**src/rtl/imm_extend_pipe.sv**
```systemverilog
// Two-stage immediate extractor/extender with valid/ready handshakes and a saturating illegal-request counter.
// Optional feature: define IMM_BRANCH_SHIFT_EN to scale B/CB offsets by 4 (word-to-byte).
module imm_extend_pipe #(
    parameter int DATA_W = 64,
    parameter int CNT_W  = 8
) (
    input  logic              CLK,
    input  logic              Reset_L,
    input  logic              InValid,
    output logic              InReady,
    input  logic [31:0]       Instr,
    input  logic [2:0]        ImmType,
    output logic              OutValid,
    input  logic              OutReady,
    output logic [DATA_W-1:0] BusImm,
    output logic              Illegal,
    output logic [CNT_W-1:0]  IllegalCnt
);

    typedef enum logic [2:0] {
        IMM_I  = 3'd0,
        IMM_D  = 3'd1,
        IMM_B  = 3'd2,
        IMM_CB = 3'd3,
        IMM_IW = 3'd4
    } imm_type_e;

`ifdef IMM_BRANCH_SHIFT_EN
    localparam int BR_SHIFT = 2;
`else
    localparam int BR_SHIFT = 0;
`endif

    logic              s1_valid;
    logic [31:0]       s1_instr;
    logic [2:0]        s1_type;
    logic              s2_ready;
    logic [DATA_W-1:0] dec_imm;
    logic              dec_illegal;
    logic [1:0]        iw_hw;
    logic              s1_unused;

    // A stage may load when it is empty or its content leaves on this edge.
    assign s2_ready  = !OutValid || OutReady;
    assign InReady   = !s1_valid || s2_ready;
    assign iw_hw     = s1_instr[22:21];
    // No format uses the top opcode bits.
    assign s1_unused = ^s1_instr[31:26];

    // NOTE: sequential state uses non-blocking (<=) so every flop samples pre-edge values.
    always_ff @(posedge CLK or negedge Reset_L) begin
        if (!Reset_L) begin
            s1_valid <= 1'b0;
        end else if (InReady) begin
            s1_valid <= InValid;
        end
    end

    // NOTE: payload registers carry no reset; s1_valid qualifies them, so stale contents are never used.
    always_ff @(posedge CLK) begin
        if (InReady && InValid) begin
            s1_instr <= Instr;
            s1_type  <= ImmType;
        end
    end

    // NOTE: every output gets a default first so no path through the case infers a latch.
    always_comb begin
        dec_imm     = '0;
        dec_illegal = 1'b0;
        case (s1_type)
            IMM_I:  dec_imm = {{(DATA_W-12){s1_instr[21]}}, s1_instr[21:10]};
            IMM_D:  dec_imm = {{(DATA_W-9){s1_instr[20]}}, s1_instr[20:12]};
            IMM_B:  dec_imm = {{(DATA_W-26){s1_instr[25]}}, s1_instr[25:0]} << BR_SHIFT;
            IMM_CB: dec_imm = {{(DATA_W-19){s1_instr[23]}}, s1_instr[23:5]} << BR_SHIFT;
            IMM_IW: begin
                // A halfword slot that does not fit inside DATA_W is rejected.
                if ((int'(iw_hw) + 1) * 16 > DATA_W) begin
                    dec_illegal = 1'b1;
                end else begin
                    dec_imm = DATA_W'(s1_instr[20:5]) << {iw_hw, 4'b0000};
                end
            end
            default: dec_illegal = 1'b1;
        endcase
    end

    always_ff @(posedge CLK or negedge Reset_L) begin
        if (!Reset_L) begin
            OutValid   <= 1'b0;
            BusImm     <= '0;
            Illegal    <= 1'b0;
            IllegalCnt <= '0;
        end else if (s2_ready) begin
            OutValid <= s1_valid;
            if (s1_valid) begin
                BusImm  <= dec_imm;
                Illegal <= dec_illegal;
                if (dec_illegal && (IllegalCnt != '1)) begin
                    IllegalCnt <= IllegalCnt + CNT_W'(1);
                end
            end
        end
    end

endmodule

```
**config.mk**
```make
export PLATFORM = sky130hd
export DESIGN_NAME = imm_extend_pipe
export DESIGN_NICKNAME = d
export VERILOG_FILES = /design/src/rtl/imm_extend_pipe.sv
export SDC_FILE = /design/constraint.sdc
export NUM_CORES = 1
export LEC_CHECK = 0
export ABC_AREA = 0
export BUFFER_PORTS_ARGS = -buffer_cell sky130_fd_sc_hd__buf_2
export CORE_ASPECT_RATIO = 0.9
export CORE_UTILIZATION = 30
export DETAILED_ROUTE_END_ITERATION = 8
export PLACE_DENSITY_LB_ADDON = 0.1
export SETUP_SLACK_MARGIN = 0.1
export SYNTH_ARGS = -nofsm -noshare
export SYNTH_HDL_FRONTEND = slang
export SYNTH_SLANG_ARGS = --single-unit
export TNS_END_PERCENT = 5
```
**constraint.sdc**
```tcl
create_clock -name CLK -period 1.6 [get_ports CLK]
set_input_delay 0.08 -clock CLK [delete_from_list [all_inputs] [get_ports CLK]]
set_output_delay 0.08 -clock CLK [all_outputs]
set_load 0.01 [all_outputs]
```
==> qor.txt <==
CP required -> 1.84 ns
HPWL after DPL -> 9693 microns
number of fill cells -> 1360
Psw -> 2.153 mW
pin count of the biggest net entering global routing -> 46
Layout area overhead -> 45.46%
WP data arrival -> 1.96 ns
Fin. Hold Viols -> 0
share of layout cells above drive strength 1 -> 46.20%
Inserted Clock Buffers -> 9
sequential fraction of design power -> 45.8%
post-synthesis register bit count -> 104
Port Buf Inserts -> 107
initial antenna violation count -> 0
cell accounting for the most synthesized area -> dfrtp_1
die area -> 15670 sq um
first-pass GRT wire length -> 22050 microns
endpoints failing setup -> 63
synth warn -> 0
First-pass DRT Iterations -> 5
Detail Route Antenna Nets -> 0
P_int -> 5.180 mW
number of synthesized flops with an enable pin -> 29
Mapped Nets -> 361
RSZ-0062 raised after global routing -> yes
max_cap viols -> 0
dominant synthesized flop cell -> dfrtp_1
syn_area_per_cell -> 14.18 sq um
pwr dens -> 1107 nW/um^2
clk_lat worst skew -> 0.36 ns
r2r setup slk -> -0.12 ns
TritonCTS clock tree -> yes
Rel. slew slack -> 68.62%
Comb power frac -> 22.6%
total grt overflow -> 0
Synth area leaders -> dfrtp_1 41%, edfxtp_1 19%, a221o_1 13%, mux4_2 4.5%, nand2_1 1.4%
Placer Congestion -> 0.8346
Iter 0 DRT Violations -> 209
Post-Syn Area -> 4552 sq um
cell count of the worst reg-to-reg path -> 6
crit share post-route -> 107.3%
post-synth cell types -> 45
Worst-path clk slew -> 0.07 ns
switching portion of total power -> 29.37%
run status -> finished, violations left
n_diodes -> 0
post-layout util -> 44.84%
vias -> 3633
critical path peak fanout -> 20
H-Tree Depth -> 3
vias per cell -> 5.018
post-synth top area share -> 41.23%
Wirelength per Cell -> 19.64 microns
Rows -> 42
final wirelength -> 14220 microns
drc violations -> 0
Syn Inst Count -> 321
Place WS -> -0.1265 ns
clk root buf -> clkbuf_16
Critical Path End Type -> flip-flop
Post-synth ARST share -> 72.12%
leakage power -> 3.018 nW
Initial Util -> 30.83%
CP Class -> reg -> reg
Fmax -> 582.7 MHz
Worst setup SP type -> flip-flop
clock sink count -> 104
fin crit period -> 1.716 ns
Least-Margin Pin Slew -> 0.4707 ns
Core ar. -> 14770 sq um
vias in the first global route -> 3742
cell with the most instances after synthesis -> dfrtp_1
VDD IR max -> 693.6 uV
worst hold path type -> in -> reg
Clock Skew -> 0.008784 ns
fin nets -> 561
Pwr Total -> 7.333 mW
post-synthesis sequential area ratio -> 60.36%
Clk pwr share -> 31.6%
top cells by count, synth -> 75 x dfrtp_1, 60 x a221o_1, 29 x edfxtp_1
hold path depth -> 3
final setup margin -> -0.1163 ns
GRT Total Usage -> 18.85%
failing checks -> negative setup slack
I/O pins -> 114
Die Y -> 118.9 microns
max-slew violations -> 0
Horiz. Die Dim -> 131.8 microns
clock buffer depth -> 2
## final timing paths
| path | from | to |
|---|---|---|
| max reg2reg | s1_type[1] | BusImm[46] |
| max in group asynchronous | Reset_L | s1_valid |
| max | s1_type[1] | BusImm[46] |
| min in group asynchronous | Reset_L | BusImm[57] |
| min | OutReady | s1_valid |
| min reg2reg | Illegal | Illegal |
## per-stage QoR
stage | instance area, sq um | hold slack (ns) | TNS (ns) | cells
after detailed placement | 5767 | -0.005163 | -6.196 | 668
after global placement | 5767 | -0.006132 | -4.639 | 668
after floorplan | 4562 | -0.2156 | -2.259 | 321
after global routing | 6621 | 0.05282 | -9.400 | 724
final | 6621 | 0.04173 | -5.531 | 724
after CTS | 6560 | 0.03589 | -5.970 | 721
## logic make-up after synthesis
| kind of cell | synth area share (%) |
|---|---|
| mux | 7.009 |
| simple gates | 9.786 |
| compound gates | 18.28 |
| flops | 60.36 |
| fa+ha+maj | 0.2748 |
| xor+xnor | 0.7698 |
| buf+inv | 3.518 |
## area by class of cell
type                            instances  area, sq um  share of cell area [%]
Sequential cell                       104         2749                   41.52
Inverter                                2        7.507                  0.1134
Multi-Input combinational cell        189         1754                   26.49
Clock buffer                            9        225.2                   3.401
Timing Repair Buffer                  215         1549                   23.39
Clock inverter                          7        88.84                   1.342
Tap cell                              198        247.7                   3.742
## power by group through the flow
stage          Combinational, mW  Clock [mW]  Sequential (mW)
2_1_floorplan              0.625           0             3.51
3_3_place_gp                1.52           0             3.40
3_5_place_dp                1.55           0             3.41
4_1_cts                     1.65        2.36             3.36
5_1_grt                     1.80        2.47             3.41
6_report                    1.66        2.32             3.36
## state kept, by name, indices dropped and copies added, names as in the netlist
name and count:
s1_instr 26, Illegal 1, IllegalCnt 8, OutValid 1, s1_type 3, BusImm 64
s1_valid 1
## routing by layer
metal | track usage (%) | vias to the layer above | part of all wire, %
met3 | 3.746 | 12 | 4.4
met1 | 26.27 | 1828 | 48
met4 | 4.651 | 0 | 1.2
li1 | - | 1689 | -
met5 | 0 | - | 0
met2 | 30.06 | 104 | 47
## worst max-delay path: stages, from the launching register on
cell	delay, ns
edfxtp_1	0.48
buf_6	0.19
nor2_2	0.07
a32oi_4	0.28
a21oi_4	0.14
buf_12	0.17
a221o_1	0.26
## placed cells by master, fill, tap and decap left out, types with 5 or more instances in the layout
cell type,synthesis,routed
nand2_1,17,13
clkbuf_16,0,10
buf_12,0,6
edfxtp_1,29,29
nor2_1,13,10
a221o_1,60,60
mux4_2,9,9
nand3b_1,5,5
dlygate4sd3_1,0,31
nand3_1,6,6
a21oi_1,10,5
buf_4,4,63
nor2b_1,10,9
a21oi_2,1,5
mux2i_1,6,6
buf_2,8,106
buf_6,4,8
dfrtp_1,75,74
## repair_timing
item	4_1_cts	5_1_grt
cloned	2	1
buffers inserted	4	2
pin swaps	9	6
endpoints found under the setup margin	100	100
hold endpoints to repair	105	0
hold buffers	31	0
resized for setup	23	15
Note: power is estimated with default switching activity, not from simulation.
